`config.mk`:
```
export PLATFORM = sky130hd
export DESIGN_NAME = conv_row_feeder
export DESIGN_NICKNAME = d
export VERILOG_FILES = /design/src/rtl/conv_row_feeder.sv
export SDC_FILE = /design/constraint.sdc
export NUM_CORES = 1
export LEC_CHECK = 0
export BUFFER_PORTS_ARGS = -buffer_cell sky130_fd_sc_hd__buf_2
export CAP_MARGIN = 15
export CORE_MARGIN = 2
export CORE_UTILIZATION = 52
export CTS_BUF_LIST = sky130_fd_sc_hd__clkbuf_4 sky130_fd_sc_hd__clkbuf_8 sky130_fd_sc_hd__clkbuf_16
export DETAILED_ROUTE_END_ITERATION = 16
export PLACE_DENSITY = 0.8
export REMOVE_ABC_BUFFERS = 1
export SLEW_MARGIN = 0
export SYNTH_ARGS = -nofsm -noshare
export SYNTH_HDL_FRONTEND = slang
export SYNTH_SLANG_ARGS = --single-unit
```
`constraint.sdc`:
```
create_clock -name clk -period 2.3 [get_ports clk]
set_clock_uncertainty 0.1 [all_clocks]
set_input_delay 0.23 -clock clk [delete_from_list [all_inputs] [get_ports clk]]
set_output_delay 0.23 -clock clk [all_outputs]
set_load 0.05 [all_outputs]
```
`src/rtl/conv_row_feeder.sv`:
```
// conv_row_feeder
//   Double-buffered row feeder for a KX x KX convolution engine. Pixels are
//   streamed into a shadow row while the consumer works on the active row;
//   once the consumer reports kernel_loop_done the shadow row is swapped in.
//   A small FSM loads the KX*KX kernel weights and can be asked to reload
//   them. A reload takes effect only between rows.
//
// Ports
//   clk, rst            clock, synchronous active-high reset
//   in_valid/in_data    pixel stream in        in_ready     backpressure
//   w_valid/w_data      weight stream in       w_ready      backpressure
//   weight_reload       request to replace the weight set (honoured in W_READY)
//   kernel_loop_done    consumer has finished the presented row
//   pixel_row           padded active row, element i at [i*RES +: RES]
//   weights             kernel, element k at [k*RES +: RES]
//   pixel_ready         pixel_row valid and held stable
//   weight_ready        weights complete and held stable
//   row_count           rows retired, wraps at 16 bits
module conv_row_feeder #(
    parameter  int KX  = 3,
    parameter  int PIX = 3,
    parameter  int RES = 8,
    localparam int W   = PIX + 2 * (KX / 2)
) (
    input  logic              clk,
    input  logic              rst,
    input  logic              in_valid,
    input  logic [RES-1:0]    in_data,
    output logic              in_ready,
    input  logic              w_valid,
    input  logic [RES-1:0]    w_data,
    output logic              w_ready,
    input  logic              weight_reload,
    input  logic              kernel_loop_done,
    output logic [W*RES-1:0]  pixel_row,
    output logic [KX*KX*RES-1:0] weights,
    output logic              pixel_ready,
    output logic              weight_ready,
    output logic [15:0]       row_count
);

    localparam int HALF = KX / 2;
    localparam int NW   = KX * KX;
    localparam int FW   = (PIX > 1) ? $clog2(PIX) : 1;
    localparam int WW   = $clog2(NW);

    typedef enum logic {W_LOAD, W_READY} wstate_t;

    // Only the PIX interior elements are stored; the pads are tied to zero.
    logic [PIX-1:0][RES-1:0] act_buf;
    logic [PIX-1:0][RES-1:0] shd_buf;
    logic                    act_full;
    logic                    shd_full;
    logic [FW-1:0]           fill_cnt;
    logic [NW-1:0][RES-1:0]  w_reg;
    logic [WW-1:0]           w_cnt;
    logic                    reload_pend;
    wstate_t                 wstate;
    logic [15:0]             row_cnt_q;

    logic in_fire;
    logic w_fire;
    logic done_ev;
    logic swap;
    logic reload_go;

    assign in_ready     = !shd_full;
    assign w_ready      = (wstate == W_LOAD);
    assign weight_ready = (wstate == W_READY);
    assign pixel_ready  = act_full;
    assign row_count    = row_cnt_q;
    assign weights      = w_reg;

    assign in_fire = in_valid && !shd_full;
    assign w_fire  = w_valid && (wstate == W_LOAD);
    assign done_ev = kernel_loop_done && act_full;

    // A pending reload holds the shadow row back so the next row is never
    // presented against a half-written weight set.
    assign swap = shd_full && !reload_pend && (wstate == W_READY) &&
                  (!act_full || kernel_loop_done);

    // A reload waits for the current row to retire before dropping the weights.
    assign reload_go = reload_pend && (!act_full || kernel_loop_done);

    genvar gi;
    generate
        for (gi = 0; gi < W; gi++) begin : g_row
            if (gi < HALF || gi >= HALF + PIX) begin : g_pad
                assign pixel_row[gi*RES +: RES] = '0;
            end else begin : g_pix
                assign pixel_row[gi*RES +: RES] = act_buf[gi-HALF];
            end
        end
    endgenerate

    // Row buffers, fill counter and retired-row counter.
    always_ff @(posedge clk) begin
        if (rst) begin
            act_buf   <= '0;
            shd_buf   <= '0;
            act_full  <= 1'b0;
            shd_full  <= 1'b0;
            fill_cnt  <= '0;
            row_cnt_q <= '0;
        end else begin
            // in_fire needs shd_full=0 and swap needs shd_full=1, so the
            // two updates of shd_full/shd_buf never collide.
            if (in_fire) begin
                shd_buf[fill_cnt] <= in_data;
                if (fill_cnt == FW'(PIX - 1)) begin
                    shd_full <= 1'b1;
                    fill_cnt <= '0;
                end else begin
                    fill_cnt <= fill_cnt + 1'b1;
                end
            end
            if (swap) begin
                act_buf  <= shd_buf;
                act_full <= 1'b1;
                shd_full <= 1'b0;
            end else if (done_ev) begin
                act_full <= 1'b0;
            end
            if (done_ev)
                row_cnt_q <= row_cnt_q + 16'd1;
        end
    end

    // Weight load FSM.
    always_ff @(posedge clk) begin
        if (rst) begin
            wstate      <= W_LOAD;
            w_cnt       <= '0;
            reload_pend <= 1'b0;
            w_reg       <= '0;
        end else begin
            case (wstate)
                W_LOAD: begin
                    if (w_fire) begin
                        w_reg[w_cnt] <= w_data;
                        if (w_cnt == WW'(NW - 1)) begin
                            w_cnt  <= '0;
                            wstate <= W_READY;
                        end else begin
                            w_cnt <= w_cnt + 1'b1;
                        end
                    end
                end
                W_READY: begin
                    if (reload_go) begin
                        reload_pend <= 1'b0;
                        wstate      <= W_LOAD;
                    end else if (weight_reload) begin
                        reload_pend <= 1'b1;
                    end
                end
                default: wstate <= W_LOAD;
            endcase
        end
    end

endmodule

```
# Word-level counts from Yosys, hierarchy flattened
# Cells that the tools add are included.
[totals]
rom_bits = 0
latchBits = 0
register_bits = 146
mem_bits_rw = 0
in_bits = 22
memories = 0
out_inout_bits = 132
[op_classes]
n_addsub = 3
n_reduce_logical = 19
multipliers = 0
magnitude_cmp = 4
n_eq_ne = 2
n_mux = 16
n_bitwise = 1
div_mod_pow = 0
shift = 0
[ops]
columns = ["cell", "count"]
rows = [
  ["$bwmux 72", 1],
  ["$demux 8 s4", 1],
  ["$bwmux 24", 1],
  ["$add 16x1->16 const B", 1],
  ["$demux 8 s2", 1],
  ["$mux 8", 2],
  ["$logic_and 1x1->1", 9],
  ["$mux 1", 7],
  ["$reduce_and 2->1", 3],
  ["$lt 4x5->1 const B", 1],
  ["$add 4x1->4 const B", 1],
  ["$eq 4x4->1 const B", 1],
  ["$ge 4x1->1 const B", 1],
  ["$mux 4", 1],
  ["$reduce_bool 2->1", 2],
  ["$logic_not 1->1", 3],
  ["$lt 2x3->1 const B", 1],
  ["$add 2x1->2 const B", 1],
  ["$eq 2x2->1 const B", 1],
  ["$ge 2x1->1 const B", 1],
  ["$mux 2", 1],
  ["$pmux 1 s2", 1],
  ["$reduce_or 2->1", 1],
  ["$logic_or 1x1->1", 1],
  ["$not 1->1", 1],
]

# Logic depth before layout (Yosys ltp)
# Gate-level depths: netlist of the first run.
[logic_depth]
ltp_word = 5
ltp_mapped = 7
ltp_nobuf = 5

# Worst setup path after synthesis of the first run
# OpenSTA, ideal clock, no wires.
[synth_timing]
kind = "register to register"
from = "reg act_full, in the netlist pixel_ready"
to = "reg row_cnt_q[15], in the netlist row_count[15]"
stages_incl_launch_ff = 5
synth_period_minus_slack_ps = 2099
setup_slack_ps = 201
n_path_buf = 0
required_ps = 2130
arrival_time_ps = 1928
cell_sequence = "dfxtp_1 > nand3_2 > or3_4 > or4_1 > a21oi_1"
[synth_via]
elab_chain_cells = 1
[synth_rtl]
columns = ["element", "line_no", "rtl"]
rows = [
  ["from (decl)", "52", "logic act_full;"],
  ["from (signal assigned)", "102", "act_full <= 1'b0;"],
  ["from (signal assigned)", "120", "act_full <= 1'b1;"],
  ["from (signal assigned)", "123", "act_full <= 1'b0;"],
  ["$logic_and 1x1->1", "76", "assign done_ev = kernel_loop_done && act_full;"],
  ["to (signal assigned)", "126", "row_cnt_q <= row_cnt_q + 16'd1;"],
  ["to (decl)", "59", "logic [15:0] row_cnt_q;"],
]
# No other way between the ends.
# A chain may end at the register's enable or synchronous reset.

# Final worst setup path of the first run
[layout_timing]
from = "reg wstate, in the netlist weight_ready"
to = "reg w_reg (netlist bit weights[70])"
[layout_via]
elab_chain_cells = 3
[layout_rtl]
columns = ["element", "line_no", "rtl"]
rows = [
  ["from (decl)", "58", "wstate_t wstate;"],
  ["from (signal assigned)", "133", "wstate <= W_LOAD;"],
  ["from (signal assigned)", "144", "wstate <= W_READY;"],
  ["from (signal assigned)", "153", "wstate <= W_LOAD;"],
  ["$not 1->1 (no line) (*)", "--", ""],
  ["$logic_and 1x1->1", "75", "assign w_fire = w_valid && (wstate == W_LOAD);"],
  ["$reduce_and 2->1 (no line) (*)", "--", ""],
  ["to (signal, indexed assignment)", "141", "w_reg[w_cnt] <= w_data;"],
  ["to (decl)", "55", "logic [NW-1:0][RES-1:0] w_reg;"],
]
# Mark *: on every way between the ends. The rest lies on a longest branch, timed or not.

==> metrics.txt, run 1 <==
final setup violation count 0; # rows 37; Synth area leaders dfxtp_1 53%, mux2i_1 13%, nand2_1 7.2%; P&R area growth vs syn 27.0%; Combinational Power Share ~7.3%; clock share of power 48.4%; Synth cell types 36; sw frac 22.8%; post-synthesis sequential area ratio a little over half; largest net degree at the start of global routing 67; Lkg Pwr between 3 and 4 nW; Clock Sinks 146; CTS tree done; final wirelength 13100 um; largest family of logic cells by synthesized area simple AND/OR/NAND/NOR gates; post-synthesis compound-gate area fraction 6.06%; Area after DPL roughly 0.0062 mm2; status completed; Max Fclk 0.548 GHz; EDFF count, synth 0; RSZ-0062 raised after global routing false; Reg power frac 44.3%; Worst VDD drop 0.000427 V; core outline area approximately 0.010 mm2; Yosys top cell area share 53.0%; #FFs+latches synth 146; final instance area 0.00701 mm2; Total GRT Usage 23.7%; mapped cell area between 0.005 and 0.006 mm2; pwr dens between 800 and 900 mW/mm2; critical path class flop to flop; Tot Pwr between 5 and 6 mW; Req. time, crit path 2580 ps; Vert. Die Dim about 110 um; I/O pins 154; Die W 107 um; Initial Util 53.4%; commonest non-fill, non-tap cells in the layout 146 x dfxtp_1, 136 x buf_2, 106 x nand2_1; drt first pass iters 4; port bufs 137; post-route ant nets 0; Worst Tran Pin Value 603 ps; Critical Path AT 2110 ps; Post-DP HPWL 8790 um; Post-Synth Simple-Gate Area 19.1%; initial antenna violation count 0; internal power 4.55 mW; Syn Inst Count 607; Syn Area/Cell 9.09 um2; part of the cycle the worst path needs 79.3%; Vias/cell 5.13; Reg clk slew, reported paths roughly 60 ps; Switching Power approximately 1.3 mW; Post-layout nets 773; vias 4590; mux share of post-synthesis cell area 13.1%; commonest non-fill, non-tap cell in the layout dfxtp_1; Final min period 1820 ps; layout cell share with drive strength beyond 1 about 24%; Slew Limit Fails 0; H-tree depth 4; max-cap violation count 0; Max transition margin 59.7%; Placed Instances 847; Root Buffer clkbuf_8; Clock Path Buffers 2; CP startpoint kind flop; Yosys top cell by area dfxtp_1; gpl congestion 0.808; Yosys Warn Count 0; routed len/inst 14.7 um; Worst Setup End Kind flop; Setup TNS Final 0 ps; Synth Area in Adders between 1 and 1.5%; hold violation count in the final report 0; ANT cells 0; vias in the first global route roughly 4.4k; Fillers 820; non-filler cells, final 894; Initial DRC Count 189; Die ar. 0.0114 mm2; total gr overflow 0; number of remaining DRC errors 0; worst-path fanout max 14; Num CTS Buffers 17; ys flop type dfxtp_1; Post-synth ARST share 0%; Synth Area in XOR/XNOR 2.22%; first-pass GRT wire length 21300 um; worst skew pair latency 510 ps; Hold WC Path Type primary input to flop
## power by group through the flow
stage / logic [mW] / registers, mW / clock network [mW]
after floorplan: 0.174 / 2.74 / 0
after global placement: 0.396 / 2.66 / 0
after detailed placement: 0.405 / 2.66 / 0
after CTS: 0.428 / 2.61 / 2.89
after global routing: 0.462 / 2.61 / 2.99
final: 0.428 / 2.61 / 2.85
## worst max-delay path, cell delays in order, from the launching register on
cell and delay [ps]:
dfxtp_1 350, nor2b_1 120, buf_4 190, and4b_1 600
mux2i_1 270, nor2_1 60
## Yosys cell counts (3+ instances only)
cell type    n
o21ai_0      3
nand2_1    106
clkbuf_1    34
or3_1        3
inv_1        4
nor2_1      88
xor2_1      10
dfxtp_1    146
nand3_1      9
xnor2_1      4
nor2b_1      3
mux2i_1     72
nand4_1      6
and3_1       5
ha_1         5
buf_4       16
buf_2        7
nor3_1       5
a21oi_1     59
## per-stage QoR
| stage | hold slack, ps | util [%] | setup slack, ps |
|---|---|---|---|
| floorplan | 199 | - | 165 |
| global placement | 340 | 60.3 | 552 |
| detailed placement | 344 | 60.3 | 466 |
| CTS | 6.34 | 67.9 | 450 |
| global route | 14.7 | 67.9 | 352 |
| finish | 27.7 | 67.9 | 476 |
## cell type report
| type | instances | area, um2 | area share [%] |
|---|---|---|---|
| Timing Repair Buffer | 162 | 928 | 13.2 |
| Inverter | 4 | 15.0 | 0.214 |
| Clock buffer | 22 | 464 | 6.62 |
| Tap cell | 136 | 170 | 2.43 |
| Sequential cell | 146 | 2920 | 41.7 |
| Clock inverter | 9 | 155 | 2.21 |
| Multi-Input combinational cell | 415 | 2350 | 33.6 |
## state kept, by name, summed over array words and instances (netlist names)
name and count:
reload_pend 1, weights 72, fill_cnt 2, w_cnt 4, pixel_ready 1, pixel_row 24
weight_ready 1, row_count 16, shd_full 1, shd_buf 24
## kinds of logic after synthesis
kind of cell / after synthesis
xor gates and xnor gates: 14
DFF: 146
adders and majority gates: 5
buffers and inverters: 61
AOI/OAI and AO/OA: 65
and+or+nand+nor: 243
other: 1
muxes: 72
## metal layers
layer,track usage [%],wire length [um],up-vias
li1,-,-,2250
met1,27.5,5410,2141
met2,41.0,6570,175
met3,6.99,894,24
met4,9.65,240,0
met5,0,0,-
## path summary, 6_finish.rpt
path	cells past startpoint	from	slack (ps)	to
max	5	weight_ready$_SDFF_PP0_	480	weights[70]$_SDFFE_PP0P_
max reg2reg	5	weight_ready$_SDFF_PP0_	480	weights[70]$_SDFFE_PP0P_
min reg2reg	2	shd_buf[4]$_SDFFE_PP0P_	350	pixel_row[12]$_SDFFE_PP0P_
min	3	w_data[5]	30	weights[21]$_SDFFE_PP0P_
## timing repair
action | 4_1_cts | 5_1_grt
resized for setup | 0 | 0
buffers inserted | 0 | 0
setup endpoints to repair | 0 | 0
endpoints found under the hold margin | 45 | 0
hold buffers | 16 | 0
No activity file was read; power rests on OpenSTA's default activity.
==> run 2, diff against run 1 <==
Settings changed: CORE_UTILIZATION 52 to 47, PLACE_DENSITY 0.8 to 0.76.
Clock period 2.3 ns to 1.5 ns, I/O delays scaled along.
==> metrics.txt, run 2 (synthesis gave the netlist of run 1 again) <==
Initial Util 48.3% (-5.1 points); initial antenna violation count 0 (unchanged); drt first pass iters 4 (unchanged); RSZ-0062 raised after global routing true; Tot Pwr 9.44 mW (+60%); violated checks setup timing; layout cell share with drive strength beyond 1 34.4% (+10 points); critical path class flop to flop; Vert. Die Dim 112 um (+5.0%); Num CTS Buffers 17 (unchanged); Critical Path AT 1840 ps (-270 ps); H-tree depth 4 (unchanged); Worst Setup End Kind flop; Final min period 1580 ps (-247 ps); multi-input logic area 0.00255 mm2 (+8.3%); Max Fclk 0.634 GHz (+16%); status finished with violations; Fillers 889 (+8.4%); max-cap violation count 0 (unchanged); worst skew pair latency 420 ps (-90 ps); Slew Limit Fails 0 (unchanged); vias in the first global route 4631 (+4.8%); Lkg Pwr 3.51 nW (+11%); Reg clk slew, reported paths 60 ps (about the same); CP startpoint kind flop; Vias/cell 5.08 (-1.0%); ANT cells 0 (unchanged); Post-layout nets 812 (+5.0%); port bufs 137 (unchanged); Root Buffer clkbuf_16; pwr dens 1220 mW/mm2 (+46%); P&R area growth vs syn 40.0%; Cell Chain, Critical Path nand4_1 -> or3_4 -> buf_6 -> or3_4 -> a21oi_2; Die W 112 um (+5.0%); Total GRT Usage 22.3% (-1.4 points); Largest register FFs 72 (unchanged); Initial DRC Count 342 (+81%); Die ar. 0.0126 mm2 (+10%); # rows 39 (+5.4%); part of the cycle the worst path needs 105% (+26 points); Fin Hold WS 18.3 ps (-9.46 ps); I/O pins 154 (unchanged); R2R setup slack -80 ps (-550 ps); routed len/inst 15.3 um (+4.1%); Post-DP HPWL 9390 um (+6.8%); Clock Sinks 146 (unchanged); Worst VDD drop 0.00101 V (+140%); dpl ws -132 ps (-598 ps); hold violation count in the final report 0 (unchanged); Worst path most repeated cell or3_4; worst-path fanout max 4 (-10); slowest CP cell or3_4; Clock Path Buffers 2 (unchanged); largest net degree at the start of global routing 52 (-22%); Max stage delay on crit path 370 ps (-230 ps); commonest non-fill, non-tap cells in the layout 135 x buf_2, 134 x dfxtp_1, 103 x nand2_1; first-pass GRT wire length 22400 um (+5.5%); number of remaining DRC errors 0 (unchanged); gpl congestion 0.829 (+2.6%); final worst setup slack -76.6 ps (-553 ps); Hold WC Path Type primary input to flop; Req. time, crit path 1760 ps (-820 ps); core outline area 0.0114 mm2 (+11%); total gr overflow 0 (unchanged); vias 4776 (+4.1%); final setup violation count 3 (+3); Storage cell area 0.00294 mm2 (+0.51%); post-route ant nets 0 (unchanged); CTS tree done; final wirelength 14400 um (+9.5%); commonest non-fill, non-tap cell in the layout buf_2
run 2: changes by cell type in the layout (fill, tap and decap cells not counted), moves of 4 or more:
cell,change
dfxtp_1,-12
buf_12,+10
and3_4,+4
buf_6,+4
buf_4,+29
nand3_2,+4
dfxtp_2,+12
and3_1,-4
ha_1,-4
dlygate4sd3_1,-6
nand3_1,-4
run 2: where the power goes:
part	internal, mW	total, mW	switching [mW]
clock network	3.11	4.69	1.58
registers	3.95	4.00	0.0442
logic	0.250	0.760	0.510
run 2: critical path, delay by kind of cell, from the launching register on:
kind	cells	cell delay [ps]
buffers and inverters	1	130
and+or+nand+nor	3	840
DFF	1	330
AOI/OAI and AO/OA	1	120
run 2: timing repair:
item                                    in CTS  in global routing
gates resized for setup                     25                 46
buffers inserted                             1                  3
hold endpoints to repair                    30                  0
gates cloned                                 1                  2
hold buffers                                10                  0
pin swaps                                    5                  9
endpoints found under the setup margin      42                 97
run 2: metal layers:
| layer | vias up | GRT usage [%] | share of wire, % |
|---|---|---|---|
| met5 | - | 0 | 0 |
| met4 | 0 | 9.19 | 2.2 |
| met3 | 31 | 7.45 | 7.5 |
| met2 | 173 | 38.2 | 50 |
| met1 | 2239 | 25.7 | 40 |
| li1 | 2333 | - | - |
run 2: cell type report:
cell class              instances  share of cell area, %
inverters                       4                  0.194
multi-input cells             415                   33.0
well taps                     143                   2.32
clock buffers                  21                   6.22
flip-flops and latches        146                   38.0
clock inverters                10                   2.32
repair buffers                201                   17.9
run 2: metrics by stage:
stage / util (%) / cell area [um2] / cells / TNS (ps)
floorplan: - / 5290 / 565 / -58150
global placement: 58.3 / 6650 / 893 / -525
detailed placement: 58.3 / 6650 / 893 / -1410
CTS: 65.9 / 7520 / 936 / -167
global route: 67.6 / 7720 / 940 / -854
finish: 67.6 / 7720 / 940 / -154
run 2: worst paths after layout:
| check | startpoint | endpoint | cells past startpoint |
|---|---|---|---|
| setup / recovery | row_count[3]$_SDFFE_PP0P_ | row_count[13]$_SDFFE_PP0P_ | 5 |
| hold / removal | w_data[4] | weights[28]$_SDFFE_PP0P_ | 3 |
| setup reg to reg | row_count[3]$_SDFFE_PP0P_ | row_count[13]$_SDFFE_PP0P_ | 5 |
| hold reg to reg | pixel_row[9]$_SDFFE_PP0P_ | pixel_row[9]$_SDFFE_PP0P_ | 2 |
